File: config.mk
export PLATFORM = sky130hd
export DESIGN_NAME = alu_seq
export DESIGN_NICKNAME = d
export VERILOG_FILES = /design/src/rtl/alu_seq.sv
export SDC_FILE = /design/constraint.sdc
export NUM_CORES = 1
export LEC_CHECK = 0
export CAP_MARGIN = 20
export CORE_AREA = 5 5 92 94
export CTS_BUF_LIST = sky130_fd_sc_hd__clkbuf_4
export DETAILED_ROUTE_END_ITERATION = 6
export DIE_AREA = 0 0 97 99
export PLACE_DENSITY = 0.8
export SETUP_SLACK_MARGIN = 0.5
export SYNTH_ARGS = -nofsm -noshare
export SYNTH_HDL_FRONTEND = slang
export SYNTH_SLANG_ARGS = --single-unit
File: constraint.sdc
create_clock -name clk -period 5.7 [get_ports clk]
set_input_delay 1.14 -clock clk [delete_from_list [all_inputs] [get_ports clk]]
set_output_delay 1.14 -clock clk [all_outputs]
set_load 0.01 [all_outputs]
File: src/rtl/alu_seq.sv
// alu_seq: registered ALU with single-cycle add/sub/logic/shift operations
// and a multi-cycle shift-and-add multiply. It uses a start/busy/done
// handshake, a gated result bus and a four-bit flags register.
module alu_seq #(
  parameter int WIDTH = 8
) (
  input  logic             clk,
  input  logic             rst,
  input  logic             start,
  input  logic [2:0]       op,
  input  logic [WIDTH-1:0] a,
  input  logic [WIDTH-1:0] b,
  input  logic             out,
  input  logic             flags_in,
  output logic [WIDTH-1:0] bus,
  output logic             busy,
  output logic             done,
  output logic             carry,
  output logic             zero,
  output logic             negative,
  output logic             overflow
);

  localparam logic [2:0] OP_ADD = 3'b000;
  localparam logic [2:0] OP_SUB = 3'b001;
  localparam logic [2:0] OP_AND = 3'b010;
  localparam logic [2:0] OP_OR  = 3'b011;
  localparam logic [2:0] OP_XOR = 3'b100;
  localparam logic [2:0] OP_SHL = 3'b101;
  localparam logic [2:0] OP_SHR = 3'b110;
  localparam logic [2:0] OP_MUL = 3'b111;

  localparam logic [0:0] ST_IDLE = 1'b0;
  localparam logic [0:0] ST_MUL  = 1'b1;

  localparam int CNT_W = $clog2(WIDTH) + 1;
  localparam logic [CNT_W-1:0] LAST_COUNT = CNT_W'(WIDTH - 1);

  // Flags are packed as {carry, zero, negative, overflow}.
  logic [0:0]         state_q, state_d;
  logic [WIDTH-1:0]   result_q, result_d;
  logic [3:0]         candFlags_q, candFlags_d;
  logic [3:0]         flags_q, flags_d;
  logic               done_q, done_d;
  logic [CNT_W-1:0]   count_q, count_d;
  logic [2*WIDTH-1:0] mcand_q, mcand_d;
  logic [WIDTH-1:0]   mplier_q, mplier_d;
  logic [2*WIDTH-1:0] acc_q, acc_d;

  logic [WIDTH-1:0]   bOperand;
  logic               carryIn;
  logic [WIDTH:0]     sumWide;
  logic [WIDTH-1:0]   aluResult;
  logic               aluCarry;
  logic               aluOvf;
  logic [3:0]         aluFlags;
  logic [2*WIDTH-1:0] accStep;
  logic [3:0]         mulFlags;

  // Single-cycle datapath; SUB reuses the adder as a + ~b + 1 so carry=1 means no borrow.
  always_comb begin
    bOperand  = b;
    carryIn   = 1'b0;
    if (op == OP_SUB) begin
      bOperand = ~b;
      carryIn  = 1'b1;
    end
    sumWide   = {1'b0, a} + {1'b0, bOperand} + {{WIDTH{1'b0}}, carryIn};
    aluResult = '0;
    aluCarry  = 1'b0;
    aluOvf    = 1'b0;
    case (op)
      OP_ADD, OP_SUB: begin
        aluResult = sumWide[WIDTH-1:0];
        aluCarry  = sumWide[WIDTH];
        aluOvf    = (a[WIDTH-1] == bOperand[WIDTH-1]) &&
                    (sumWide[WIDTH-1] != a[WIDTH-1]);
      end
      OP_AND: aluResult = a & b;
      OP_OR:  aluResult = a | b;
      OP_XOR: aluResult = a ^ b;
      OP_SHL: begin
        aluResult = {a[WIDTH-2:0], 1'b0};
        aluCarry  = a[WIDTH-1];
      end
      OP_SHR: begin
        aluResult = {1'b0, a[WIDTH-1:1]};
        aluCarry  = a[0];
      end
      default: aluResult = '0;
    endcase
    aluFlags = {aluCarry, (aluResult == '0), aluResult[WIDTH-1], aluOvf};
  end

  // One shift-and-add step: add the shifted multiplicand when the current multiplier LSB is set.
  always_comb begin
    accStep  = acc_q + (mplier_q[0] ? mcand_q : '0);
    mulFlags = {(|accStep[2*WIDTH-1:WIDTH]), (accStep[WIDTH-1:0] == '0),
                accStep[WIDTH-1], 1'b0};
  end

  // Sequencer: IDLE completes simple ops immediately; MUL iterates WIDTH times then reports done.
  always_comb begin
    state_d     = state_q;
    result_d    = result_q;
    candFlags_d = candFlags_q;
    done_d      = 1'b0;
    count_d     = count_q;
    mcand_d     = mcand_q;
    mplier_d    = mplier_q;
    acc_d       = acc_q;
    case (state_q)
      ST_IDLE: begin
        if (start) begin
          if (op == OP_MUL) begin
            mcand_d  = {{WIDTH{1'b0}}, a};
            mplier_d = b;
            acc_d    = '0;
            count_d  = '0;
            state_d  = ST_MUL;
          end else begin
            result_d    = aluResult;
            candFlags_d = aluFlags;
            done_d      = 1'b1;
          end
        end
      end
      ST_MUL: begin
        acc_d    = accStep;
        mcand_d  = mcand_q << 1;
        mplier_d = mplier_q >> 1;
        count_d  = count_q + CNT_W'(1);
        if (count_q == LAST_COUNT) begin
          result_d    = accStep[WIDTH-1:0];
          candFlags_d = mulFlags;
          done_d      = 1'b1;
          state_d     = ST_IDLE;
        end
      end
      default: state_d = ST_IDLE;
    endcase
    flags_d = flags_in ? candFlags_q : flags_q;
  end

  // State registers with synchronous reset; reset also aborts a multiply without a done pulse.
  always_ff @(posedge clk) begin
    if (rst) begin
      state_q     <= ST_IDLE;
      result_q    <= '0;
      candFlags_q <= '0;
      flags_q     <= '0;
      done_q      <= 1'b0;
      count_q     <= '0;
      mcand_q     <= '0;
      mplier_q    <= '0;
      acc_q       <= '0;
    end else begin
      state_q     <= state_d;
      result_q    <= result_d;
      candFlags_q <= candFlags_d;
      flags_q     <= flags_d;
      done_q      <= done_d;
      count_q     <= count_d;
      mcand_q     <= mcand_d;
      mplier_q    <= mplier_d;
      acc_q       <= acc_d;
    end
  end

  assign bus      = out ? result_q : '0;
  assign busy     = (state_q == ST_MUL);
  assign done     = done_q;
  assign carry    = flags_q[3];
  assign zero     = flags_q[2];
  assign negative = flags_q[1];
  assign overflow = flags_q[0];

endmodule

* Word-level counts from Yosys, hierarchy flattened
Index checks and enable logic that the tools add are counted.
Word-level totals: register bits after elaboration 62, output and inout port bits 14, word-level logic and storage cells 75
Cells by class: add/subtract/negate cells 4, equality and inequality tests 14, mux-type cells 35, bitwise gates (word level) 5, reductions and logical operators 8
Operator list (number):
- $mux W16 | 5
- $pmux W16 S2 | 2
- $mux W8 | 7
- $pmux W8 S6 | 1
- $pmux W8 S2 | 2
- $mux W4 | 5
- $add A16 B16 Y16 | 1
- $logic_not A8 Y1 | 2
- $pmux W4 S2 | 2
- $eq A3 B3 Y1 const B | 4
- $add A8 B8 Y9 | 1
- $add A9 B1 Y9 | 1
- $and A8 B8 Y8 | 1
- $mux W1 | 8
- $not A8 Y8 | 1
- $or A8 B8 Y8 | 1
- $reduce_or A8 Y1 | 1
- $xor A8 B8 Y8 | 1
- $eq A3 B2 Y1 const B | 2
- $ne A2 B2 Y1 const B | 3
- $add A4 B1 Y4 const B | 1
- $eq A4 B3 Y1 const B | 1
- $pmux W1 S2 | 2
- $eq A3 B1 Y1 const B | 1
- 10 further kinds | 10

* Longest topological paths before layout
Gate-level depths: netlist (run 1).
depth after elaboration 10, depth in mapped cells 14

* Worst setup path after synthesis (run 1)
Ideal clock, no wire load.
kind input-to-reg, start in op[0], end reg candFlags_q[2], data arrival time 4491 ps, data required time 5627 ps, path slack 1135 ps, stages 14, path buffers 4, path through buf_2 > buf_2 > buf_1 > and2_1 > clkbuf_1 > xnor2_1 > fa_1 > a21o_1 > a21oi_1 > xnor2_1 > mux4_2 > nand2b_1 > or4_1 > o22ai_2
On the way: word-level cells in the longest chain between the ends 9
Ends and longest elaborated chain:
- start: declaration | RTL line 10 | input logic [2:0] op,
- $eq A3 B1 Y1 | RTL line 64, 72
- $mux W8 | RTL line 64 | if (op == OP_SUB) begin
- $add A8 B8 Y9 | RTL line 68 | sumWide = {1'b0, a} + {1'b0, bOperand} + {{WIDTH{1'b0}}, carryIn};
- $add A9 B1 Y9 | RTL line 68
- $pmux W8 S6 | RTL line 72 | case (op)
- $logic_not A8 Y1 | RTL line 92 | aluFlags = {aluCarry, (aluResult == '0), aluResult[WIDTH-1], aluOvf};
- $mux W4 | RTL line 115 | if (op == OP_MUL) begin
- $mux W4 | RTL line 114 | if (start) begin
- $pmux W4 S2 | RTL line 112 | case (state_q)
- end signal: assignment | RTL line 160 | candFlags_q <= candFlags_d;
- end: declaration | RTL line 42 | logic [3:0] candFlags_q, candFlags_d;
Several ways; a longest one is shown, not always the timed one. The select of a mux whose other input is x is not followed. A chain may end at the register's enable or synchronous reset.

* Final worst setup path (run 1)
start in op[2], end reg candFlags_q[2]
Same word-level chain as after synthesis.

==> results of run 1 <==
-- routing by layer --
metal / wire length [microns] / part of all wire (%)
met1: 4900 / 42
met2: 6010 / 51
met3: 596 / 5.0
met4: 300 / 2.5
met5: 0 / 0
-- worst max-delay path, cell delays in order --
cell	delay, ps
clkdlybuf4s50_1	400
buf_4	190
nor2_1	380
and2_1	430
xnor2_1	170
fa_1	470
a21o_1	190
a21oi_1	190
xnor2_1	80
mux4_2	460
nand2b_1	150
or4_1	490
o22ai_2	100
-- layout by cell type, fill, tap and decap left out, types with 3 or more instances in the layout --
cell / instances
and2_1: 24
a22oi_1: 19
a21o_1: 6
o211a_1: 3
mux2i_1: 14
nand2b_1: 8
nor2_1: 57
or4_1: 3
dfxtp_1: 61
a31oi_1: 3
nand3_1: 8
a2111oi_0: 3
o211ai_1: 5
clkdlybuf4s50_1: 36
a211oi_1: 13
o21ai_0: 19
a21oi_1: 39
o22ai_1: 3
o21ai_1: 8
buf_4: 5
a221oi_1: 8
ha_1: 39
clkbuf_4: 11
nand4_1: 3
o221a_2: 6
nor2b_1: 4
o21bai_1: 8
xnor2_1: 14
and3_1: 7
inv_1: 32
nor3_1: 11
o21a_1: 3
xor2_1: 5
nand2_1: 37
-- power by group through the flow --
stage,Clock [mW],Combinational (mW),Sequential (mW)
after floorplan,0,0.137,0.457
after global placement,0,0.197,0.462
after detailed placement,0,0.203,0.463
after CTS,0.303,0.204,0.453
after global routing,0.322,0.227,0.455
final,0.300,0.205,0.453
-- state kept, by name, summed over array words and instances, names as in the netlist, 4 cells and up --
name,count
acc_q,16
candFlags_q,4
count_q,4
flags_q,4
mcand_q,16
mplier_q,8
result_q,7
-- per-stage QoR --
stage | total power, mW | setup WS, ps | utilization, % | area, sq um
6_report | 0.959 | 1180 | 65.0 | 4920
5_1_grt | 1.00 | 1030 | 65.0 | 4920
4_1_cts | 0.960 | 1220 | 65.0 | 4920
3_5_place_dp | 0.665 | 799 | 63.3 | 4790
3_3_place_gp | 0.659 | 933 | 63.3 | 4790
2_1_floorplan | 0.594 | 1140 | - | 4350
-- worst min-delay path by stage --
| stage | to | startpoint | cells past startpoint | slack (ps) |
|---|---|---|---|---|
| after floorplan | result_q[2]$_SDFFE_PP0P_ | result_q[2]$_SDFFE_PP0P_ | 1 | 430 |
| after global placement | acc_q[3]$_SDFFE_PP0P_ | acc_q[3]$_SDFFE_PP0P_ | 2 | 450 |
| after detailed placement | acc_q[3]$_SDFFE_PP0P_ | acc_q[3]$_SDFFE_PP0P_ | 2 | 460 |
| after CTS | acc_q[3]$_SDFFE_PP0P_ | acc_q[3]$_SDFFE_PP0P_ | 2 | 470 |
| after global routing | acc_q[6]$_SDFFE_PP0P_ | acc_q[6]$_SDFFE_PP0P_ | 2 | 500 |
| final | acc_q[3]$_SDFFE_PP0P_ | acc_q[3]$_SDFFE_PP0P_ | 2 | 470 |
-- synthesized netlist by cell type (all sizes together), types with 5 or more instances --
master	number	area share, %
nand3	8	0.92
o211ai	5	0.86
xnor2	14	2.8
nor2	57	4.9
nor3	11	1.3
ha	39	11
o221a	6	1.6
nand2	37	3.2
and3	7	1.0
a21oi	40	4.6
o21ai	27	3.1
a22oi	19	3.3
clkbuf	22	1.9
and2	24	3.4
a221oi	8	1.6
mux2i	14	3.2
o21bai	8	1.4
nand2b	8	1.1
a21o	6	1.0
xor2	5	1.0
a211oi	13	2.2
inv	32	2.8
dfxtp	61	28
-- layout make-up --
type,count,area share [%]
flip-flops and latches,61,24.8
well taps,102,2.59
inverters,32,2.44
clock buffers,11,1.68
repair buffers,42,8.19
clock inverters,5,1.04
multi-input cells,420,59.3
-- cell families after synthesis --
kind of cell / count (synthesis) / synth area share (%)
fa+ha+maj: 41 / 12.1
mux: 16 / 3.99
simple gates: 174 / 19.7
flops: 61 / 28.0
compound gates: 170 / 27.2
xor+xnor: 19 / 3.82
buf+inv: 58 / 5.06
==> summary.md, run 1 <==
| Metric | Value |
|---|---|
| Die width | `97 microns` |
| Peak Freq | `approximately 220 MHz` |
| Post-Layout Cell Count | `slightly below 700` |
| # H-tree levels | `3` |
| Largest net degree at the start of global routing | `61` |
| Sum of negative setup slack | `0 ps` |
| Port bufs | `37` |
| Routed WL per cell | `17.5 microns` |
| Setup crit start | `op[2]` |
| Dpl cells | `roughly 660` |
| Gr ovfl total | `0` |
| Fin crit period | `4520 ps` |
| Met1 Track Usage GR | `28.4%` |
| Vias/cell | `6.24` |
| Ant. Diodes | `0` |
| Routability cong. | `between 0.9 and 1` |
| Initial antenna violation count | `0` |
| Final hold slack | `473 ps` |
| Synthesis-stage register bit count | `61` |
| WS Path Type | `in -> reg` |
| Register area share after synthesis | `28.0%` |
| Period utilisation layout | `79.2%` |
| Clk_skew | `between 10 and 15 ps` |
| Clock power share | `31.3%` |
| Worst R2R Setup Slack | `2240 ps` |
| DRC Markers | `0` |
| End of the worst register-to-register path | `candFlags_q[3]$_SDFFE_PP0P_` |
| Asr flop ratio synth | `0%` |
| Hold Path Class | `reg -> reg` |
| Clk slew on worst S/H paths | `90 ps` |
| CTS buffer count | `9` |
| Arrival @ worst endpoint | `4840 ps` |
| Sw Ratio | `29.9%` |
| Part of the power in registers | `a little under half` |
| CTS max path bufs | `2` |
| Worst ir drop on vdd | `approximately 0.00012 V` |
| Reg2reg start | `mplier_q[0]$_SDFFE_PP0P_` |
| CTS Root Cell | `clkbuf_4` |
| Std cell rows | `32` |
| Setup repair after global routing missed its margin | `false` |
| Warnings from Yosys | `0` |
| M3 GR Usage | `4.81%` |
| Vias | `4199` |
| Starting DRT DRC Count | `277` |
| Combinational Power Share | `21.4%` |
| Relative slew margins | `a little under 30%` |
| All-Layer GR Usage | `24.5%` |
| CTS Sinks | `61` |
| P&R area growth vs syn | `13.0%` |
| Final Setup Violations | `0` |
| Filler cell count | `635` |
| Die Ht | `99 microns` |
| Synth Flop Type | `dfxtp_1` |
| Cell-internal power | `0.672 mW` |
| Sw power | `0.287 mW` |
| Nets | `631` |
| Vias in the first global route | `4063` |
| Crit path max fanout | `16` |
| Total wire length | `11800 microns` |
| CTS tree | `done` |
| DPL Wire Length | `8840 microns` |
| Post-Syn Nets | `604` |
| DR pass1 iterations | `5` |
| Post-synth cell types | `64` |
| Mapped cell area | `0.00435 sq mm` |
| GR Util met2 | `about 45%` |
| Worst-Skew Late Latency | `410 ps` |
| Cts hold-fix bufs | `0` |
| EDFF count, synth | `0` |
| Fraction of layout cells with a size suffix above 1 | `6.30%` |
| Register area | `between 0.001 and 0.0015 sq mm` |
| Crit. End Element | `register` |
| Run status | `complete, no violations` |
| Area of the multi-input gates | `0.00292 sq mm` |
| Final Hold Fails | `0` |
| Starting Density | `57.5%` |
| Syn Inst Count | `539` |
| Post-cts resize count | `0` |
| Die ar. | `0.00960 sq mm` |
| LEAKAGE | `2.05 nW` |
| Crit path to | `candFlags_q[2]$_SDFFE_PP0P_` |
| Cells on worst reg2reg path | `9` |
| Core ar. | `0.00757 sq mm` |
| I/O pin count | `38` |
| Post-synthesis area per instance | `8.08 sq um` |
| Routed Antenna Nets | `0` |
| Reported max-cap violation count | `0` |
| Worst-Margin Slew | `1070 ps` |
| CP Launch Type | `input pin` |
| Post CTS Setup Buffer Count | `0` |
| Grt peak-use layer | `met2` |
| First-pass GRT wire length | `19300 microns` |
| Power Dens Cells | `195 mW/mm^2` |
| CP required | `6030 ps` |
| Slew Viols, Final | `0` |
Note: power is estimated with default switching activity, not from simulation.
==> run 2, diff against run 1 <==
Clock period 5.7 ns to 4.6 ns, I/O delays scaled along.
==> run 2 against run 1 <==
  * Clock skew shrank 6.0 ps
  * Utilization is 0.30 points higher
  * Largest power group unchanged
  * First-iteration DRC count up 25%
  * Cell area is 0.46% higher
  * Combinational power is 26% higher
  * Largest cell class unchanged
==> summary.md, run 2 (synthesized netlist as in run 1, its figures left out) <==
| Metric | Value |
|---|---|
| Sum of negative setup slack | `0 ps (unchanged)` |
| Routed Antenna Nets | `0 (unchanged)` |
| CP required | `4930 ps (-1100 ps)` |
| Port bufs | `37 (unchanged)` |
| Initial antenna violation count | `0 (unchanged)` |
| CTS Root Cell | `clkbuf_4` |
| Most frequent cells in the layout | `dfxtp_1 (61), nor2_1 (57), a21oi_1 (39), ha_1 (39), nand2_1 (37)` |
| Core ar. | `0.00757 sq mm (unchanged)` |
| Worst-Skew Late Latency | `400 ps (about the same)` |
| Total wire length | `11600 microns (-1.5%)` |
| Final hold slack | `472 ps (-0.136 ps)` |
| Final Hold Fails | `0 (unchanged)` |
| Die Ht | `99 microns (unchanged)` |
| CTS Sinks | `61 (unchanged)` |
| Largest net degree at the start of global routing | `61 (unchanged)` |
| Arrival @ worst endpoint | `4130 ps (-710 ps)` |
| Fraction of layout cells with a size suffix above 1 | `6.62% (+0.32 points)` |
| Gr ovfl total | `0 (unchanged)` |
| Area of the multi-input gates | `0.00292 sq mm (unchanged)` |
| Clock power share | `31.0% (-0.3 points)` |
| LEAKAGE | `2.05 nW (+0.40%)` |
| CP Launch Type | `input pin` |
| Cts hold-fix bufs | `0 (unchanged)` |
| Final Setup Violations | `0 (unchanged)` |
| Setup WS pre-CTS | `416 ps (-383 ps)` |
| Worst-Margin Slew | `1070 ps (+3.33 ps)` |
| Filler cell count | `619 (-2.5%)` |
| Routability cong. | `0.899 (-4.7%)` |
| DRC Markers | `0 (unchanged)` |
| Power Dens Cells | `240 mW/mm^2 (+23%)` |
| Cell-internal power | `0.821 mW (+22%)` |
| Die width | `97 microns (unchanged)` |
| Nets | `634 (+0.48%)` |
| Slew Viols, Final | `0 (unchanged)` |
| Commonest non-fill, non-tap cell in the layout | `dfxtp_1` |
| Combinational Power Share | `21.8% (+0.4 points)` |
| Period utilisation layout | `~83%` |
| First-pass GRT wire length | `19100 microns (-1.2%)` |
| Post-cts resize count | `0 (unchanged)` |
| Run status | `complete, no violations` |
| Sw power | `0.364 mW (+27%)` |
| Part of the power in registers | `47.2% (about the same)` |
| Crit path max fanout | `7 (-9)` |
| Vias in the first global route | `3967 (-2.4%)` |
| I/O pin count | `38 (unchanged)` |
| Starting Density | `57.5% (unchanged)` |
| Crit. End Element | `register` |
| DR pass1 iterations | `5 (unchanged)` |
| Setup ws final | `801 ps (-383 ps)` |
| Vias | `4201 (+0.048%)` |
| Relative slew margins | `28.6% (-0.22 points)` |
| Setup repair after global routing missed its margin | `false` |
| Top flop regs | `acc_q (16), mcand_q (16), mplier_q (8)` |
| # H-tree levels | `3 (unchanged)` |
| DPL Wire Length | `8670 microns (-2.0%)` |
| P&R area growth vs syn | `13.6%` |
| WS Path Type | `in -> reg` |
| Post CTS Setup Buffer Count | `0 (unchanged)` |
| Worst ir drop on vdd | `0.000126 V (+3.1%)` |
| Ant. Diodes | `0 (unchanged)` |
| Sw Ratio | `30.7% (+0.80 points)` |
| Starting DRT DRC Count | `347 (+25%)` |
| Peak Freq | `263 MHz` |
| Routed WL per cell | `17.2 microns (-2.0%)` |
| All-Layer GR Usage | `24.0% (-0.49 points)` |
| Std cell rows | `32 (unchanged)` |
| Vias/cell | `6.21 (-0.40%)` |
| Clk_skew | `8.00 ps (-6.01 ps)` |
| Hold Path Class | `reg -> reg` |
| CTS buffer count | `9 (unchanged)` |
| Die ar. | `0.00960 sq mm (unchanged)` |
| CTS max path bufs | `2 (unchanged)` |
| Register area | `0.00122 sq mm (unchanged)` |
| Clk slew on worst S/H paths | `110 ps (+20 ps)` |
| Reported max-cap violation count | `0 (unchanged)` |
| Fin crit period | `3800 ps` |
| CTS tree | `done` |
-- run 2: routing by layer --
layer	GRT usage (%)	part of all wire, %
met5	0	0
met4	8.53	1.7
met3	4.18	6.2
met2	41.3	49
met1	30.3	43
-- run 2: cell type report --
class	instances	area share [%]
clock inverters	7	1.34
inverters	32	2.43
flip-flops and latches	61	24.7
clock buffers	9	1.37
repair buffers	45	8.60
multi-input cells	420	59.0
well taps	102	2.58
-- run 2: through the flow --
step / total power, mW / cells / utilization [%] / area [sq um]
after floorplan: 0.736 / 539 / - / 4360
after global placement: 0.818 / 660 / 63.6 / 4810
after detailed placement: 0.825 / 660 / 63.6 / 4810
after CTS: 1.19 / 676 / 65.3 / 4940
after global routing: 1.24 / 676 / 65.3 / 4940
final: 1.19 / 676 / 65.3 / 4940
-- run 2: power groups by stage --
stage / Sequential (mW) / Combinational [mW] / Clock [mW]
floorplan: 0.567 / 0.170 / 0
global placement: 0.571 / 0.247 / 0
detailed placement: 0.571 / 0.254 / 0
CTS: 0.559 / 0.255 / 0.373
global route: 0.561 / 0.284 / 0.398
finish: 0.559 / 0.259 / 0.367
-- run 2: worst paths after layout --
kind                                 start                           to  slack (ps)  depth (start not counted)
setup reg to reg  mplier_q[0]$_SDFFE_PP0P_  candFlags_q[3]$_SDFFE_PP0P_        1260                         10
hold / removal       acc_q[6]$_SDFFE_PP0P_        acc_q[6]$_SDFFE_PP0P_         470                          2
setup / recovery                     op[2]  candFlags_q[2]$_SDFFE_PP0P_         800                         12
hold reg to reg      acc_q[6]$_SDFFE_PP0P_        acc_q[6]$_SDFFE_PP0P_         470                          2
-- run 2: worst max-delay path: stages --
cell and delay, ps:
clkdlybuf4s50_1 420, nor2_1 140, and2_1 380, xnor2_1 180, fa_1 470, a21o_1 180
a21oi_1 170, xnor2_1 80, mux4_2 460, nand2b_1 150, or4_1 480, o22ai_2 90
